--- src/rtl/cla_seq_ctrl.sv ---
// cla_seq_ctrl: byte-serial add/subtract controller built around one 8-bit
// carry-lookahead adder. Operands are latched on acceptance, then processed
// LSB byte first over NBYTES cycles; the result is held until taken.
// Optional feature: define CLA_SEQ_OVF_EN to add out_ovf (signed overflow).
module cla_seq_ctrl #(
  parameter int NBYTES = 4
) (
  input  logic                clk,
  input  logic                rst_n,
  input  logic                in_valid,
  output logic                in_ready,
  input  logic [8*NBYTES-1:0] in_a,
  input  logic [8*NBYTES-1:0] in_b,
  input  logic                in_sub,
  output logic                out_valid,
  input  logic                out_ready,
  output logic [8*NBYTES-1:0] out_sum,
  output logic                out_cout,
  output logic                busy
`ifdef CLA_SEQ_OVF_EN
  ,
  output logic                out_ovf
`endif
);

  localparam int W = 8 * NBYTES;
  localparam logic [2:0] LAST = 3'(NBYTES - 1);

  typedef enum logic [1:0] {
    IDLE = 2'd0,
    RUN  = 2'd1,
    DONE = 2'd2
  } state_t;

  state_t       r_state;
  logic [W-1:0] r_a;
  logic [W-1:0] r_b;
  logic [W-1:0] r_sum;
  logic [2:0]   r_idx;
  logic         r_carry;
  logic         r_cout;
  logic         r_valid;
  logic         r_ready;
  logic         r_busy;

  logic [7:0]   w_ba;
  logic [7:0]   w_bb;
  logic [7:0]   w_g;
  logic [7:0]   w_p;
  logic [7:0]   w_s;
  logic [8:0]   w_c;
  logic [5:0]   w_base;

  assign w_base = {r_idx, 3'b000};

  // Current byte of each operand, selected by the byte index.
  always_comb begin
    w_ba = 8'(r_a >> w_base);
    w_bb = 8'(r_b >> w_base);
  end

  // 8-bit carry-lookahead: each carry is the sum-of-products of generate
  // terms gated by the propagate chain below it, plus the propagated carry-in.
  always_comb begin
    logic v_gen;
    logic v_prop;
    w_g    = w_ba & w_bb;
    w_p    = w_ba ^ w_bb;
    w_c    = '0;
    w_c[0] = r_carry;
    v_gen  = 1'b0;
    v_prop = 1'b0;
    for (int unsigned i = 0; i < 8; i++) begin
      v_gen  = w_g[i];
      v_prop = w_p[i];
      for (int unsigned j = 0; j < i; j++) begin
        v_gen  = v_gen | (v_prop & w_g[i-1-j]);
        v_prop = v_prop & w_p[i-1-j];
      end
      w_c[i+1] = v_gen | (v_prop & r_carry);
    end
    w_s = w_p ^ w_c[7:0];
  end

`ifdef CLA_SEQ_OVF_EN
  logic r_ovf;

  // Signed overflow captured from the MSB carries of the final byte.
  always_ff @(posedge clk or negedge rst_n) begin
    if (!rst_n) begin
      r_ovf <= 1'b0;
    end else if (r_state == RUN && r_idx == LAST) begin
      r_ovf <= w_c[7] ^ w_c[8];
    end
  end

  assign out_ovf = r_ovf;
`endif

  // Sequencer FSM: accept in IDLE, one byte per cycle in RUN, hold in DONE.
  always_ff @(posedge clk or negedge rst_n) begin
    if (!rst_n) begin
      r_state <= IDLE;
      r_a     <= '0;
      r_b     <= '0;
      r_sum   <= '0;
      r_idx   <= '0;
      r_carry <= 1'b0;
      r_cout  <= 1'b0;
      r_valid <= 1'b0;
      r_ready <= 1'b1;
      r_busy  <= 1'b0;
    end else begin
      case (r_state)
        IDLE: begin
          if (in_valid) begin
            r_a     <= in_a;
            r_b     <= in_sub ? ~in_b : in_b;
            r_idx   <= '0;
            r_carry <= in_sub;
            r_ready <= 1'b0;
            r_busy  <= 1'b1;
            r_state <= RUN;
          end
        end
        RUN: begin
          r_sum[w_base +: 8] <= w_s;
          r_carry            <= w_c[8];
          r_idx              <= r_idx + 3'd1;
          if (r_idx == LAST) begin
            r_cout  <= w_c[8];
            r_valid <= 1'b1;
            r_state <= DONE;
          end
        end
        DONE: begin
          if (out_ready) begin
            r_valid <= 1'b0;
            r_ready <= 1'b1;
            r_busy  <= 1'b0;
            r_state <= IDLE;
          end
        end
        default: begin
          r_state <= IDLE;
        end
      endcase
    end
  end

  assign in_ready  = r_ready;
  assign out_valid = r_valid;
  assign out_sum   = r_sum;
  assign out_cout  = r_cout;
  assign busy      = r_busy;

endmodule

--- config.mk ---
export PLATFORM = sky130hd
export DESIGN_NAME = cla_seq_ctrl
export DESIGN_NICKNAME = d
export VERILOG_FILES = /design/src/rtl/cla_seq_ctrl.sv
export SDC_FILE = /design/constraint.sdc
export NUM_CORES = 1
export LEC_CHECK = 0
export CORE_MARGIN = 2
export CORE_UTILIZATION = 41
export CTS_CLUSTER_DIAMETER = 150
export CTS_CLUSTER_SIZE = 30
export DETAILED_ROUTE_END_ITERATION = 12
export PLACE_DENSITY = 0.66
export SYNTH_ARGS = -nofsm -noshare
export SYNTH_HDL_FRONTEND = slang
export SYNTH_SLANG_ARGS = --single-unit
--- constraint.sdc ---
create_clock -name clk -period 3.6 [get_ports clk]
set_input_delay 0.9 -clock clk [delete_from_list [all_inputs] [get_ports clk]]
set_output_delay 0.9 -clock clk [all_outputs]
set_load 0.01 [all_outputs]
==> results.md, run 1 <==
- Vias in the first global route: roughly 3700
- CTS root buffer: clkbuf_16
- Peak supply drop: 0.000405 V
- Clock Latency Late Sink: between 0.3 and 0.4 ns
- Tot GR Track Use: between 10% and 20%
- I/O pin count: 105
- Setup Buffers After CTS: 0
- Syn Nets: around 530
- Final Critical Period: 3.18 ns
- Vias per inst: about 5.1
- Netlist Area Pre-Place: approximately 5200 um2
- Worst EP arrival: between 3 and 4 ns
- Drt total wl: between 10000 and 15000 um
- Share of layout cells above drive strength 1: 15.5%
- Max Clk Rate: ~310 MHz
- DR vias: 3660
- Required @ worst endpoint: between 3 and 4 ns
- Crit Path Class: register to register
- CTS tree: done
- Mux cell area share after synthesis: 14.9%
- Synth async-reset ratio: 100%
- Min-Delay Path Class: register to register
- Crit end category: register
- Final Hold Fails: 0
- Clk buf depth: 2
- Netlist cell types: 47
- Avg WL per Cell: around 16 um
- Post-synthesis compound-gate area fraction: ~11%
- Adder-cell share of the synthesized area: 3.78%
- Number of synthesized flops with an enable pin: 0
- WHS: around 0.48 ns
- FF+latch count, synth: approximately 110
- Top cells by count, synth: dfrtp_1 (105), nor2_1 (43), a21oi_1 (39)
- Initial drt markers: ~190
- Layout Skew: about 0.008 ns
- Syn_area_per_cell: between 10 and 15 um2
- R2R Setup Slk: between 0.4 and 0.5 ns
- Clock slew at reported path FFs: about 0.070 ns
- Top-count cell post-synth: dfrtp_1
- Layout area overhead: 29.7%
- Grt ovf: 0
- Largest family of logic cells by synthesized area: multiplexers
- Xor and xnor area share after synthesis: around 6.4%
- Seq/Total Area, Yosys: 51.4%
- Relative slew slack: 42.7%
- Nets@finish: slightly above 600
- Post_cts resized: 0
- GPL Wtd Cong: between 0.8 and 0.9
- Status: completed
- Synth area leaders: dfrtp_1 (51%), mux2_2 (7.9%), mux4_2 (6.1%)
- Setup crit start kind: register
- Final HPWL DP: a little under 9000 um
- Post-synth top area share: 50.9%
- CP max FO: 26
- CTS Hold Bufs: 0
- Initial core utilization: between 40% and 50%
- Pin count of the biggest net entering global routing: between 50 and 60
- Cells after synthesis: around 440
- Die area: ~14000 um2
- Fin Setup TNS: 0 ns
- Die X: 116 um
- MaxCap Viol Count: 0
- RSZ-0062 raised after global routing: no
- Final worst path period share: between 80% and 90%
- Clk sinks: between 100 and 150
- CTS Buf Count: 9
- Max Slew Vio Count: 0
- Chip Height: ~120 um
- Routed Antenna Nets: 0
- Power Dens Cells: 967 nW/um2
- Final setup viols: 0
- LEAKAGE: 2.73 nW
- Post-synth top flop: dfrtp_1
- Synth Area in Simple Gates: about 10%
- Row count: 40
- Initial antenna violation count: 0
- DRT Pass-1 Iters: 4
- Port bufs: 104
- H-tree Lvls: 3
- CORE AREA: about 12000 um2
- Synth area leader: dfrtp_1
- Remaining DRCs: 0
- # diodes: 0
- Global-route wire length before repair: 18700 um
- Synth warn: 0
- Worst Tran Pin Value: around 0.86 ns
[kinds of logic (layout without fill, tap and decap cells)]
family | after synthesis | after routing
AO/OA/AOI/OAI | 87 | 87
XOR/XNOR | 38 | 38
adder cells (fa/ha/maj) | 15 | 15
buffers and inverters | 31 | 133
flip-flops | 106 | 106
multiplexers | 55 | 55
AND/OR/NAND/NOR | 109 | 109
[metrics by stage]
stage                     cell area, um2  instances  setup WS (ns)  utilization, %  power (mW)
after floorplan                     5160        441          0.467               -        4.42
after global placement              6400        695          0.524            52.7        5.41
after detailed placement            6400        695          0.404            52.7        5.54
after CTS                           6690        711          0.391            55.0        6.52
after global routing                6690        711          0.182            55.0        6.97
final                               6690        711          0.423            55.0        6.47
[layout make-up]
| cell class | instances | area (um2) |
|---|---|---|
| clock inverter | 6 | 50.0 |
| timing repair buffer | 110 | 1130 |
| inverter | 7 | 26.3 |
| sequential | 106 | 2650 |
| fill | 1067 | 5470 |
| multi-input combinational | 304 | 2390 |
| tap | 168 | 210 |
| clock buffer | 10 | 239 |
[cell usage in the layout (no fill, tap or decap), drive strengths merged, types with 5 or more instances in the layout]
master         count
a21oi             40
a22o              12
and2              14
buf                8
clkbuf            10
clkdlybuf4s50    102
dfrtp            105
ha                14
inv                9
mux2              36
mux2i              5
mux4              14
nand2             29
nand3              6
nor2              44
o21ai             12
o31ai             11
xnor2             34
[final timing paths]
kind | from | endpoint | depth (start not counted)
setup / recovery | r_idx[0] | out_sum[6] | 8
hold / removal | out_sum[13] | out_sum[13] | 2
setup reg to reg | r_idx[0] | out_sum[6] | 8
hold reg to reg | out_sum[13] | out_sum[13] | 2
max in group asynchronous | rst_n | r_b[2] | 2
min in group asynchronous | rst_n | out_sum[1] | 1
[registers in the layout, indices dropped and copies added (netlist names)]
register / flops
out_valid: 1
busy: 1
r_state: 2
r_a: 32
r_carry: 1
in_ready: 1
r_b: 32
r_idx: 3
out_cout: 1
out_sum: 32
[critical path, stage by stage (launching register included)]
cell and delay (ns):
dfrtp_1 0.50, buf_12 0.23, mux4_2 0.52, and2_1 0.18
ha_1 0.34, and3_1 0.22, a211o_1 0.37, a311oi_1 0.48
o21ai_0 0.18
[metal layers]
metal	up-vias	global-route usage (%)	routed length (um)
li1	1747	-	-
met1	1799	24.2	5280
met4	0	4.84	120
met2	103	30.3	5690
met3	11	3.58	545
met5	-	0	0
[power by group]
part	internal, mW	switching, mW
clock	0.497	0.463
sequential	1.72	0.381
combinational	1.65	1.76
No activity file was read; power rests on OpenSTA's default activity.
==> run 2: changes to the inputs <==
- CORE_UTILIZATION: 41 -> 52
- MAX_ROUTING_LAYER: not set -> met4
- PLACE_DENSITY: 0.66 -> 0.84
==> results.md, run 2 (synthesized netlist as in run 1, its figures left out) <==
- Most frequent cells in the layout: dfrtp_1 (105), clkdlybuf4s50_1 (102), nor2_1 (42)
- Max Slew Vio Count: 0
- Power Dens Cells: around 960 nW/um2
- Setup Buffers After CTS: 0
- Layout area overhead: 27.4%
- Initial core utilization: between 50% and 60%
- Crit Path Class: register to register
- Drt total wl: 11100 um
- Share of layout cells above drive strength 1: 15.8%
- Die area: 10700 um2
- Min-Delay Path Class: register to register
- Setup crit start kind: register
- R2R cell count: 9
- H-tree Lvls: 3
- Die X: roughly 100 um
- Layout Skew: 0.0122 ns
- Status: completed
- Vias per inst: around 5.4
- Clock Latency Late Sink: ~0.37 ns
- CTS Hold Bufs: 0
- Clock slew at reported path FFs: roughly 0.09 ns
- GPL Wtd Cong: roughly 0.85
- Final setup viols: 0
- Worst EP arrival: 3.25 ns
- Final Hold Fails: 0
- Row count: 36
- Smallest setup slack after layout: 0.575 ns
- CP max FO: 12
- Clk buf depth: 2
- CTS Buf Count: 9
- Hold Crit Depth: 2
- Tot GR Track Use: 22.4%
- # diodes: 0
- CTS root buffer: clkbuf_8
- LEAKAGE: ~2.7 nW
- Routed Antenna Nets: 0
- Final worst path period share: approximately 84%
- Post-Layout Inst Area: 6580 um2
- Max Clk Rate: between 300 and 400 MHz
- I/O pin count: approximately 110
- Nets@finish: roughly 630
- Avg WL per Cell: 16.4 um
- Final HPWL DP: between 8000 and 9000 um
- DRT Pass-1 Iters: 4
- Final Util: around 68%
- CTS tree: done
- Initial drt markers: 225
- Most common cell after layout, fill and taps aside: dfrtp_1
- Crit end category: register
- R2R Setup Slk: roughly 0.57 ns
- Peak supply drop: roughly 0.00043 V
- Required @ worst endpoint: approximately 3.8 ns
- Post_cts resized: 0
- MaxCap Viol Count: 0
- Pin count of the biggest net entering global routing: 58
- Worst Tran Pin Value: around 0.88 ns
- Global-route wire length before repair: roughly 19000 um
- Port bufs: ~100
- Remaining DRCs: 0
- Final Critical Period: a little over 3 ns
- Relative slew slack: 41.6%
- Chip Height: between 100 and 150 um
- Clk sinks: ~110
- Post-DP Area: 6360 um2
- CORE AREA: 9680 um2
- Vias in the first global route: between 3000 and 4000
- Grt ovf: 0
- DR vias: approximately 3700
- RSZ-0062 raised after global routing: no
- Setup slack at placement: 0.608 ns
- Initial antenna violation count: 0
- Fin Setup TNS: 0 ns
==> run 2: changes by cell type in the layout (fill, tap and decap cells not counted), sizes merged <==
cell,previous run,this run
clkinvlp,1,3
clkinv,3,1
bufinv,0,2
buf,8,11
inv,9,7
==> run 2: area by class of cell <==
cell class / count / area, um2
Clock inverter: 6 / 91.3
Timing Repair Buffer: 113 / 1130
Tap cell: 133 / 166
Inverter: 7 / 26.3
Multi-Input combinational cell: 304 / 2390
Clock buffer: 10 / 128
Fill cell: 713 / 3110
Sequential cell: 106 / 2650
==> run 2: report_power, final <==
part	switching (mW)	internal, mW
Sequential	0.357	1.72
Combinational	1.78	1.64
Clock	0.403	0.393
==> run 2: per-layer routing <==
layer | vias up | wire, um | track usage (%)
met4 | 0 | 118 | 4.83
li1 | 1764 | - | -
met5 | - | 0 | -
met1 | 1824 | 5010 | 29.0
met2 | 99 | 5530 | 37.0
met3 | 11 | 480 | 4.78
==> run 2: final timing paths <==
| path | startpoint | endpoint |
|---|---|---|
| worst max-delay path | r_idx[0] | out_sum[5] |
| worst min-delay path | out_sum[9] | out_sum[9] |
| worst max register to register | r_idx[0] | out_sum[5] |
| worst min register to register | out_sum[9] | out_sum[9] |
| max in group asynchronous | rst_n | in_ready |
| min in group asynchronous | rst_n | out_sum[16] |
==> run 2: through the flow <==
stage / cells / hold slack, ns / total power, mW
3_5_place_dp: 663 / 0.473 / 5.50
2_1_floorplan: 441 / 0.475 / 4.42
5_1_grt: 679 / 0.524 / 6.77
3_3_place_gp: 663 / 0.461 / 5.34
6_report: 679 / 0.489 / 6.29
4_1_cts: 679 / 0.496 / 6.30
==> run 2: critical path, stage by stage (launching register included) <==
cell and delay [ns]:
dfrtp_1 0.38, buf_4 0.25, mux4_2 0.52, and2_1 0.17
ha_1 0.33, and3_1 0.22, a211o_1 0.37, a21oi_1 0.20
xor2_1 0.30, o21ai_0 0.14
==> run 3: changes to the inputs <==
- clock period: 3.6 -> 2.9 ns (I/O delays scaled with it)
==> results.md, run 3 (synthesized netlist as in run 1, its figures left out) <==
- Status: completed
- Final HPWL DP: around 8700 um
- Storage cell area: 2650 um2
- Top delay family on crit path: compound AO/OA/AOI/OAI gates
- Port bufs: roughly 100
- Most common cell after layout, fill and taps aside: dfrtp_1
- Max Slew Vio Count: 0
- Avg WL per Cell: ~17 um
- CTS Buf Count: 9
- LEAKAGE: approximately 2.8 nW
- MaxCap Viol Count: 0
- Worst Tran Pin Value: ~0.7 ns
- Remaining DRCs: 0
- Global-route wire length before repair: about 18000 um
- Worst path depth: 9
- Final Hold Fails: 0
- Clk sinks: 106
- Vias in the first global route: roughly 3800
- Routed Antenna Nets: 0
- Cell Chain, Critical Path: buf_12 -> mux4_2 -> and2_4 -> ha_1 -> a21o_1 -> a211o_4 -> nand4_1 -> a21oi_4 -> a221o_1
- Slowest cell on the critical path: mux4_2
- Clk buf depth: 2
- Grt ovf: 0
- Final worst path period share: a little over nine tenths
- Smallest setup slack after layout: 0.0473 ns
- CTS tree: done
- Row count: 36
- Worst path bufs/invs: 1
- Worst path max stage delay: a little under 0.5 ns
- DR vias: around 3800
- Share of layout cells above drive strength 1: around a fifth
- Final setup viols: 0
- Layout area overhead: 30.9%
- Nets@finish: approximately 640
- Die area: approximately 11000 um2
- Multi-input gate area: approximately 2500 um2
- R2R cell count: 9
- Crit Path Class: register to register
- Chip Height: between 100 and 150 um
- Total power: 8.32 mW
- H-tree Lvls: 3
- CP max FO: 6
- Drt total wl: roughly 12000 um
- Setup crit start kind: register
- Tot GR Track Use: approximately 22%
- Pin count of the biggest net entering global routing: 77
- # diodes: 0
- Relative slew slack: a little over half
- Power Dens Cells: roughly 1200 nW/um2
- Setup slack at placement: -0.00910 ns
- Die X: about 100 um
- DRT Pass-1 Iters: 4
- Initial core utilization: 53.3%
- Clock slew at reported path FFs: ~0.10 ns
- I/O pin count: around 110
- Most frequent cells in the layout: dfrtp_1 (105), clkdlybuf4s50_1 (102), nor2_1 (42)
- Peak supply drop: just under 0.0006 V
- Layout Skew: 0.00823 ns
- Crit end category: register
- Fin Setup TNS: 0 ns
- Vias per inst: 5.46
- Final Critical Period: around 2.9 ns
- Min-Delay Path Class: input port to asynchronous set/reset pin
- Filler cell count: approximately 700
- Initial drt markers: 235
- Required @ worst endpoint: roughly 3.2 ns
- Max Clk Rate: 351 MHz
- WHS: around 0.33 ns
- Worst EP arrival: 3.12 ns
- CORE AREA: 9680 um2
- GPL Wtd Cong: 0.892
- CTS Hold Bufs: 0
- CTS root buffer: clkbuf_8
- Clock Latency Late Sink: 0.38 ns
- Initial antenna violation count: 0
-- run 3: stage by stage --
step | std cells | instance area, um2 | utilization [%]
2_1_floorplan | 441 | 5180 | -
3_3_place_gp | 668 | 6420 | 66.3
3_5_place_dp | 668 | 6420 | 66.3
4_1_cts | 684 | 6600 | 68.1
5_1_grt | 690 | 6760 | 69.8
6_report | 690 | 6760 | 69.8
-- run 3: where the power goes --
| part | internal [mW] | total (mW) | switching, mW | leakage (nW) |
|---|---|---|---|---|
| Sequential | 2.14 | 2.59 | 0.452 | 1.28 |
| Combinational | 2.43 | 4.88 | 2.45 | 1.39 |
| Clock | 0.320 | 0.843 | 0.523 | 0.0939 |
-- run 3: worst paths after layout --
| kind | endpoint | slack [ns] | startpoint |
|---|---|---|---|
| hold / removal | out_sum[1] | 0.33 | rst_n |
| setup reg to reg | r_carry | 0.05 | r_idx[0] |
| hold reg to reg | out_sum[7] | 0.49 | out_sum[7] |
| max in group asynchronous | r_b[25] | 1.84 | rst_n |
| setup / recovery | r_carry | 0.05 | r_idx[0] |
| min in group clk | out_sum[7] | 0.49 | out_sum[7] |
-- run 3: final cells by class --
cell class                      instances  share of cell area [%]
Clock buffer                            9                    1.83
Inverter                                7                   0.389
Tap cell                              133                    2.46
Clock inverter                          7                   0.796
Timing Repair Buffer                  124                    18.3
Sequential cell                       106                    39.3
Multi-Input combinational cell        304                    36.9
-- run 3: metal layers --
metal	GRT usage (%)	vias up	share of wire, %
met5	-	-	0
met4	6.18	0	1.9
met3	4.78	20	5.1
met2	36.9	122	52
met1	28.1	1845	41
li1	-	1777	-
-- run 3: worst reg2reg max path, stage by stage (launching register included) --
cell	delay, ns
dfrtp_1	0.40
buf_12	0.14
mux4_2	0.49
and2_4	0.18
ha_1	0.29
a21o_1	0.21
a211o_4	0.39
nand4_1	0.20
a21oi_4	0.12
a221o_1	0.32
-- run 3: timing repair --
item | CTS | global route
endpoints found under the hold margin | 0 | 0
endpoints found under the setup margin | 3 | 20
pin swaps | 0 | 5
cloned | 0 | 0
resized for setup | 0 | 21
buffers inserted | 0 | 7
